## config.mk

```make
export PLATFORM = sky130hd
export DESIGN_NAME = ifu_fetch_rsp_flat
export DESIGN_NICKNAME = d
export VERILOG_FILES = /design/src/rtl/ifu_fetch_rsp_pkg.sv /design/src/rtl/ifu_fetch_rsp_if.sv /design/src/rtl/ifu_fetch_tmo_cnt.sv /design/src/rtl/ifu_fetch_rsp.sv /design/src/flat_wrapper.sv
export SDC_FILE = /design/constraint.sdc
export NUM_CORES = 1
export LEC_CHECK = 0
export CORE_AREA = 3 3 126 128
export DETAILED_ROUTE_END_ITERATION = 10
export DIE_AREA = 0 0 129 131
export DONT_BUFFER_PORTS = 1
export GPL_TIMING_DRIVEN = 0
export PLACE_DENSITY = 0.67
export SYNTH_ARGS = -nofsm -noshare
export SYNTH_HDL_FRONTEND = slang
export SYNTH_SLANG_ARGS = --single-unit
```

## constraint.sdc

```tcl
create_clock -name i_Clk -period 7.52 [get_ports i_Clk]
set_clock_uncertainty 0.05 [all_clocks]
set_input_delay 1.128 -clock i_Clk [delete_from_list [all_inputs] [get_ports i_Clk]]
set_output_delay 1.128 -clock i_Clk [all_outputs]
set_load 0.005 [all_outputs]
```

## src/rtl/ifu_fetch_rsp_pkg.sv

```systemverilog
// ifu_fetch_rsp_pkg
//   Shared constants and types for the IFU fetch responder slice.
//   - ANOM_PC_WIDTH      : PC width; line addresses are ANOM_PC_WIDTH-2 bits.
//   - ANOM_FETCH_DATA_W  : fetch line width.
//   - ANOM_FETCH_TMO     : default memory timeout in cycles (legal 1..255).
//   - TMO_CNT_W          : timeout counter width, wide enough for TIMEOUT=255.
//   - ifr_state_e        : responder FSM encoding, also exported for debug.
package ifu_fetch_rsp_pkg;

  localparam int ANOM_PC_WIDTH     = 30;
  localparam int ANOM_FETCH_DATA_W = 128;
  localparam int ANOM_FETCH_TMO    = 15;
  localparam int TMO_CNT_W         = 8;

  typedef enum logic [1:0] {
    IFR_IDLE  = 2'd0,
    IFR_WAIT  = 2'd1,
    IFR_DRAIN = 2'd2,
    IFR_RESP  = 2'd3
  } ifr_state_e;

endpackage

```

## src/rtl/ifu_fetch_rsp_if.sv

```systemverilog
// ifu_fetch_rsp_if
//   Bundles the fetch request port, the instruction SRAM port and the
//   IDU-side response port of the fetch responder.
//
//   Handshake semantics (both valid/ready pairs):
//     A transfer happens in a cycle where valid and ready are both high at
//     the rising clock edge. The producer keeps valid and its payload stable
//     until that transfer; ready may change freely and never depends on a
//     future valid. i_Flush can withdraw the responder's o_FetchR and can
//     drop a pending response without a transfer.
//
//   Ports (slave = responder side):
//     i_FetchV/o_FetchR/i_FetchA/i_InstrSel : fetch request handshake + payload
//     i_Flush                               : jump/redirect kill
//     o_MemReq/o_MemA                       : one-cycle SRAM read strobe + address
//     i_MemV/i_MemD                         : SRAM read data return
//     o_RspV/i_RspR/o_RspD/o_RspSel/o_RspErr: response handshake + payload
interface ifu_fetch_rsp_if
  import ifu_fetch_rsp_pkg::*;
#(
  parameter int PC_WIDTH = ANOM_PC_WIDTH,
  parameter int DATA_W   = ANOM_FETCH_DATA_W
);

  logic                  i_FetchV;
  logic                  o_FetchR;
  logic [PC_WIDTH-3:0]   i_FetchA;
  logic [1:0]            i_InstrSel;
  logic                  i_Flush;
  logic                  o_MemReq;
  logic [PC_WIDTH-3:0]   o_MemA;
  logic                  i_MemV;
  logic [DATA_W-1:0]     i_MemD;
  logic                  o_RspV;
  logic [DATA_W-1:0]     o_RspD;
  logic [1:0]            o_RspSel;
  logic                  o_RspErr;
  logic                  i_RspR;

  modport slave (
    input  i_FetchV, i_FetchA, i_InstrSel, i_Flush, i_MemV, i_MemD, i_RspR,
    output o_FetchR, o_MemReq, o_MemA, o_RspV, o_RspD, o_RspSel, o_RspErr
  );

  modport master (
    output i_FetchV, i_FetchA, i_InstrSel, i_Flush, i_MemV, i_MemD, i_RspR,
    input  o_FetchR, o_MemReq, o_MemA, o_RspV, o_RspD, o_RspSel, o_RspErr
  );

endinterface

```

## src/rtl/ifu_fetch_tmo_cnt.sv

```systemverilog
// ifu_fetch_tmo_cnt
//   Saturating memory-timeout counter.
//   Ports:
//     i_Clk, i_Rst : clock, asynchronous active-high reset
//     i_Clr        : load zero (wins over i_En)
//     i_En         : count up by one, holding at TIMEOUT
//     o_Expired    : count has reached TIMEOUT
//   TIMEOUT must lie in 1..255 so it fits the 8-bit count.
module ifu_fetch_tmo_cnt
  import ifu_fetch_rsp_pkg::*;
#(
  parameter int TIMEOUT = ANOM_FETCH_TMO
) (
  input  logic i_Clk,
  input  logic i_Rst,
  input  logic i_Clr,
  input  logic i_En,
  output logic o_Expired
);

  localparam logic [TMO_CNT_W-1:0] LIMIT = TMO_CNT_W'(TIMEOUT);

  logic [TMO_CNT_W-1:0] count;

  always_ff @(posedge i_Clk or posedge i_Rst) begin
    if (i_Rst) begin
      count <= '0;
    end else if (i_Clr) begin
      count <= '0;
    end else if (i_En && (count != LIMIT)) begin
      count <= count + 1'b1;
    end
  end

  assign o_Expired = (count == LIMIT);

endmodule

```

## src/rtl/ifu_fetch_rsp.sv

```systemverilog
// ifu_fetch_rsp
//   Responder end of the IFU fetch request interface. Accepts one line
//   request at a time, issues a single-cycle SRAM read, waits for the data
//   (bounded by TIMEOUT cycles) and returns the line with its select tag on
//   a valid/ready response port. A flush kills the in-flight fetch; memory
//   data still owed after a flush is drained and discarded.
//   Ports:
//     i_Clk, i_Rst : clock, asynchronous active-high reset
//     bus          : ifu_fetch_rsp_if slave (request, SRAM and response ports)
//     o_State      : current FSM state, for debug/observation
module ifu_fetch_rsp
  import ifu_fetch_rsp_pkg::*;
#(
  parameter int PC_WIDTH = ANOM_PC_WIDTH,
  parameter int DATA_W   = ANOM_FETCH_DATA_W,
  parameter int TIMEOUT  = ANOM_FETCH_TMO
) (
  input  logic                i_Clk,
  input  logic                i_Rst,
  ifu_fetch_rsp_if.slave      bus,
  output ifr_state_e          o_State
);

  ifr_state_e            state;
  logic                  memReq;
  logic [PC_WIDTH-3:0]   memA;
  logic                  rspV;
  logic [DATA_W-1:0]     rspD;
  logic [1:0]            rspSel;
  logic                  rspErr;
  logic [1:0]            selQ;

  logic                  fetchR;
  logic                  accept;
  logic                  cntEn;
  logic                  expired;

  // Ready is combinational so that a flush or reset blocks acceptance in
  // the very cycle it is seen.
  assign fetchR = (state == IFR_IDLE) & ~bus.i_Flush & ~i_Rst;
  assign accept = bus.i_FetchV & fetchR;

  // The counter runs while memory data is owed, including after a flush,
  // so a drain can never wait forever on a lost response.
  assign cntEn = (state == IFR_WAIT) | (state == IFR_DRAIN);

  ifu_fetch_tmo_cnt #(
    .TIMEOUT (TIMEOUT)
  ) u_tmo (
    .i_Clk     (i_Clk),
    .i_Rst     (i_Rst),
    .i_Clr     (accept),
    .i_En      (cntEn),
    .o_Expired (expired)
  );

  always_ff @(posedge i_Clk or posedge i_Rst) begin
    if (i_Rst) begin
      state  <= IFR_IDLE;
      memReq <= 1'b0;
      memA   <= '0;
      rspV   <= 1'b0;
      rspD   <= '0;
      rspSel <= 2'b00;
      rspErr <= 1'b0;
      selQ   <= 2'b00;
    end else begin
      memReq <= 1'b0;
      case (state)
        IFR_IDLE: begin
          if (accept) begin
            memA   <= bus.i_FetchA;
            selQ   <= bus.i_InstrSel;
            memReq <= 1'b1;
            state  <= IFR_WAIT;
          end
        end
        IFR_WAIT: begin
          if (bus.i_Flush) begin
            // Data arriving with the flush settles the debt; otherwise drain.
            state <= bus.i_MemV ? IFR_IDLE : IFR_DRAIN;
          end else if (bus.i_MemV) begin
            rspD   <= bus.i_MemD;
            rspErr <= 1'b0;
            rspSel <= selQ;
            rspV   <= 1'b1;
            state  <= IFR_RESP;
          end else if (expired) begin
            rspD   <= '0;
            rspErr <= 1'b1;
            rspSel <= selQ;
            rspV   <= 1'b1;
            state  <= IFR_RESP;
          end
        end
        IFR_DRAIN: begin
          if (bus.i_MemV || expired) begin
            state <= IFR_IDLE;
          end
        end
        IFR_RESP: begin
          // Payload holds until the consumer takes it or a flush drops it.
          if (bus.i_Flush || bus.i_RspR) begin
            rspV   <= 1'b0;
            rspErr <= 1'b0;
            state  <= IFR_IDLE;
          end
        end
        default: state <= IFR_IDLE;
      endcase
    end
  end

  assign bus.o_FetchR = fetchR;
  assign bus.o_MemReq = memReq;
  assign bus.o_MemA   = memA;
  assign bus.o_RspV   = rspV;
  assign bus.o_RspD   = rspD;
  assign bus.o_RspSel = rspSel;
  assign bus.o_RspErr = rspErr;
  assign o_State      = state;

endmodule

```

## src/flat_wrapper.sv

```systemverilog
// flat-port wrapper written by rule: the top's interface ports become plain ports
module ifu_fetch_rsp_flat import ifu_fetch_rsp_pkg::*;
#(
  parameter int PC_WIDTH = ANOM_PC_WIDTH,
  parameter int DATA_W   = ANOM_FETCH_DATA_W,
  parameter int TIMEOUT  = ANOM_FETCH_TMO
)
  (i_Clk, i_Rst, o_State, bus_i_FetchV, bus_i_FetchA, bus_i_InstrSel, bus_i_Flush, bus_i_MemV, bus_i_MemD, bus_i_RspR, bus_o_FetchR, bus_o_MemReq, bus_o_MemA, bus_o_RspV, bus_o_RspD, bus_o_RspSel, bus_o_RspErr);
  ifu_fetch_rsp_if #(.PC_WIDTH(PC_WIDTH), .DATA_W(DATA_W)) bus_i ();
  input  logic i_Clk;
  input  logic i_Rst;
  output ifr_state_e o_State;
  input wire logic [$bits(bus_i.i_FetchV)-1:0] bus_i_FetchV;
  input wire logic [$bits(bus_i.i_FetchA)-1:0] bus_i_FetchA;
  input wire logic [$bits(bus_i.i_InstrSel)-1:0] bus_i_InstrSel;
  input wire logic [$bits(bus_i.i_Flush)-1:0] bus_i_Flush;
  input wire logic [$bits(bus_i.i_MemV)-1:0] bus_i_MemV;
  input wire logic [$bits(bus_i.i_MemD)-1:0] bus_i_MemD;
  input wire logic [$bits(bus_i.i_RspR)-1:0] bus_i_RspR;
  output wire logic [$bits(bus_i.o_FetchR)-1:0] bus_o_FetchR;
  output wire logic [$bits(bus_i.o_MemReq)-1:0] bus_o_MemReq;
  output wire logic [$bits(bus_i.o_MemA)-1:0] bus_o_MemA;
  output wire logic [$bits(bus_i.o_RspV)-1:0] bus_o_RspV;
  output wire logic [$bits(bus_i.o_RspD)-1:0] bus_o_RspD;
  output wire logic [$bits(bus_i.o_RspSel)-1:0] bus_o_RspSel;
  output wire logic [$bits(bus_i.o_RspErr)-1:0] bus_o_RspErr;
  assign bus_i.i_FetchV = bus_i_FetchV;
  assign bus_i.i_FetchA = bus_i_FetchA;
  assign bus_i.i_InstrSel = bus_i_InstrSel;
  assign bus_i.i_Flush = bus_i_Flush;
  assign bus_i.i_MemV = bus_i_MemV;
  assign bus_i.i_MemD = bus_i_MemD;
  assign bus_i.i_RspR = bus_i_RspR;
  assign bus_o_FetchR = bus_i.o_FetchR;
  assign bus_o_MemReq = bus_i.o_MemReq;
  assign bus_o_MemA = bus_i.o_MemA;
  assign bus_o_RspV = bus_i.o_RspV;
  assign bus_o_RspD = bus_i.o_RspD;
  assign bus_o_RspSel = bus_i.o_RspSel;
  assign bus_o_RspErr = bus_i.o_RspErr;
  ifu_fetch_rsp #(.PC_WIDTH(PC_WIDTH), .DATA_W(DATA_W), .TIMEOUT(TIMEOUT)) u_core (.i_Clk(i_Clk), .i_Rst(i_Rst), .bus(bus_i), .o_State(o_State));
endmodule
```

==> flow_summary_export.csv <==
group,metric,value,unit
route,viasPerCell,5.87,
die,rows,45,
route,route.detailed.drc,0,
worst_setup_path,start_kind,"register",
power,internal_power,2.26,mW
global_route,grt_pass1_wl,21200,µm
worst_setup_path,r2r-end,"u_core.bus.o_RspD[106]",
placement,dpl.hpwl,11500,µm
route,wl,15500,µm
cts,clockBufferDepth,2,
power,p_seq_frac,0.531,
logic_synthesis,postSynthNetCount,599,
layout,seq_area,4330,µm²
route,ant_nets,0,
die,die_y,131,µm
worst_setup_path,r2r_slack,4.75,ns
placement,place_inst,619,
route,routed-via-count,3812,
run_status,status,"complete, no violations",
power,pwr-share-clk,0.249,
worst_setup_path,crit_start,"u_core.o_State[1]",
placement,globalplace.congestion,0.761,
worst_setup_path,cp.required,7.83,ns
cts,cts.root.buffer_cell,"clkbuf_16",
power,p_leak,3.31,nW
worst_setup_path,endpoint,"u_core.bus.o_RspD[106]",
logic_synthesis,ys_ff_latch,173,
logic_synthesis,netlist.area_leader.share,0.670,
power,p_sw,1.05,mW
sta,relSlewSlack,0.503,
logic_synthesis,synthDistinctLibCells,31,
logic_synthesis,ys_top_cells_by_area,"dfrtp_1 67%, a22o_1 17%, mux2_2 5.8%",
global_route,grt_overflow,0,
layout,multi_input_area,1900,µm²
global_route,grt_antenna_before_repair,0,
sta,fmax,362,MHz
cts,ctsResizeCount,0,
layout,areaGrowthSynthToFinish,12.7,%
logic_synthesis,yosys-top-cells-count,"173 x dfrtp_1, 128 x a22o_1, 33 x mux2_2",
global_route,grt_max_degree,90,
logic_synthesis,synth_edf_count,0,
logic_synthesis,yosysMostFrequentCell,"dfrtp_1",
logic_synthesis,async_flop_share,1.00,
die,dieArea,16900,µm²
cts,cts_made_buffers,17,
route,drt_iter0_markers,191,
placement,numPortBuffers,0,
layout,diodes,0,
cts,clock_latency,0.42,ns
worst_hold_path,hold_class,"register to register",
cts,cts_hold_buf,0,
die,core,15000,µm²
die,io_pins,328,
layout,layout.cells.non_filler,649,
worst_setup_path,crit_arrival,3.07,ns
layout,layout.nets,619,
sta,drv_slew,0,
die,die_w,129,µm
layout,fill_cells,1267,
worst_setup_path,path_class,"register to register",
logic_synthesis,post_synth.cell_area_avg,15.0,µm²
sta,finalSetupTns,0,ns
global_route,grt_util_all_layers,0.167,
sta,setup_violations,0,
die,start_util,0.431,
logic_synthesis,syn_inst,430,
worst_setup_path,reg2reg_depth,7,
power,p_comb_frac,0.220,
sta,timing.final.hold_violations,0,
sta,worstMarginPinSlew,0.745,ns
cts,cts_tree,"built",
cts,post_cts_buffers,0,
route,wl_per_cell,23.8,µm
worst_setup_path,r2r_start,"u_core.o_State[1]",
route,dr.pass1.iters,4,
sta,grt_setup_unrepaired,"false",
logic_synthesis,yosysSeqAreaShare,0.670,
cts,clkSlewWorstSetupHoldPaths,0.06,ns
worst_setup_path,end_kind,"register",
sta,min_period,2.77,ns
logic_synthesis,yosysTopAreaCell,"dfrtp_1",
logic_synthesis,syn_area,6460,µm²
worst_hold_path,hold_start,"u_core.selQ[0]",
worst_setup_path,crit_fanout,10,
sta,fin_crit_sh,0.368,
cts,cts_num_sinks,173,
global_route,grt_pass1_vias,3712,
flow_run,maxCapViolations,0,
power,max-vdd-ir-drop,193,µV
cts,cts_max_level,4,
logic_synthesis,yosysWarnings,0,
power,switching_share,0.318,
power,p_per_area,455,nW/µm²
logic_synthesis,synthFlopType,"dfrtp_1",
layout,drive_gt1_frac,0.187,
cells in the final DEF (no fill, tap or decap), types with 2 or more instances in the layout:
cell type   Yosys  routed
inv_1           4       3
buf_1           3       3
a22o_1        128     128
o221ai_1        2       2
xor2_1          7       7
nand4_1         2       2
and2_1          2       2
nand3_1         2       2
inv_6           0       6
ha_1            5       5
buf_2           6       6
mux2i_1         3       3
mux2_2         33      33
clkinv_2        0       3
dfrtp_1       173     173
buf_6          11      11
o211ai_1        2       2
nor2b_1         2       2
clkbuf_1       13      13
nor2_1         13      13
and3_1          4       4
nand2_1         4       4
clkinvlp_4      0       2
clkbuf_16       0      17
how the worst min path moves through the flow:
stage | slack, ns | depth (start not counted) | endpoint
6_report | 0.45 | 1 | u_core.selQ[0]
5_1_grt | 0.49 | 1 | u_core.bus.o_RspSel[0]
4_1_cts | 0.46 | 1 | u_core.selQ[0]
3_5_place_dp | 0.44 | 1 | u_core.selQ[0]
3_3_place_gp | 0.44 | 1 | u_core.bus.o_RspSel[1]
2_1_floorplan | 0.43 | 1 | u_core.bus.o_RspSel[0]
critical path: stages, from the launching register on:
cell	delay (ns)
dfrtp_1	0.43
inv_1	0.12
ha_1	0.26
nor2b_1	0.38
and2_1	0.20
clkbuf_1	0.57
clkbuf_1	0.48
a22o_1	0.21
area by class of cell:
| class | instances | share of cell area |
|---|---|---|
| Timing Repair Buffer | 1 | 0.00378 |
| Multi-Input combinational cell | 220 | 0.262 |
| Sequential cell | 173 | 0.595 |
| Clock buffer | 18 | 0.0603 |
| Inverter | 4 | 0.00275 |
| Tap cell | 188 | 0.0323 |
| Buffer | 33 | 0.0294 |
| Clock inverter | 12 | 0.0155 |
flip-flops by register name, indices dropped and copies added, names as in the netlist:
signal,flops
u_core.bus.o_RspD,128
u_core.selQ,2
u_core.o_State,2
u_core.bus.o_MemA,28
u_core.bus.o_RspSel,2
u_core.bus.o_MemReq,1
u_core.u_tmo.count,8
u_core.bus.o_RspErr,1
u_core.bus.o_RspV,1
cells by family (layout without fill, tap and decap cells):
kind of cell             after synthesis  in the layout  share of synthesized area
AO/OA/AOI/OAI                        139            139                      0.188
adder cells (fa/ha/maj)                5              5                    0.00968
flip-flops                           173            173                      0.670
multiplexers                          36             36                     0.0621
XOR/XNOR                               7              7                    0.00949
AND/OR/NAND/NOR                       33             33                     0.0250
buffers and inverters                 37             68                     0.0354
per-layer routing:
metal / share of wire / global-route usage
met1: 0.38 / 0.207
met2: 0.52 / 0.270
met3: 0.086 / 0.0650
met4: 0.013 / 0.0562
met5: 0 / 0
power by group through the flow:
stage	registers (mW)	logic (mW)	clock network, mW
finish	1.76	0.729	0.826
global route	1.81	0.811	0.879
CTS	1.77	0.740	0.845
detailed placement	1.77	0.742	0
global placement	1.77	0.693	0
floorplan	1.64	0.619	0
stage by stage:
step                      hold slack, ns  instance area, µm²  utilization  setup slack (ns)  power, mW
after floorplan                    0.427                6460            -              1.65       2.26
after global placement             0.439                6700        0.447             0.416       2.47
after detailed placement           0.442                6730        0.449              4.45       2.51
after CTS                          0.457                7280        0.486              4.69       3.35
after global routing               0.490                7280        0.486              4.54       3.50
final                              0.452                7280        0.486              4.75       3.31
No activity file was read; power rests on OpenSTA's default activity.
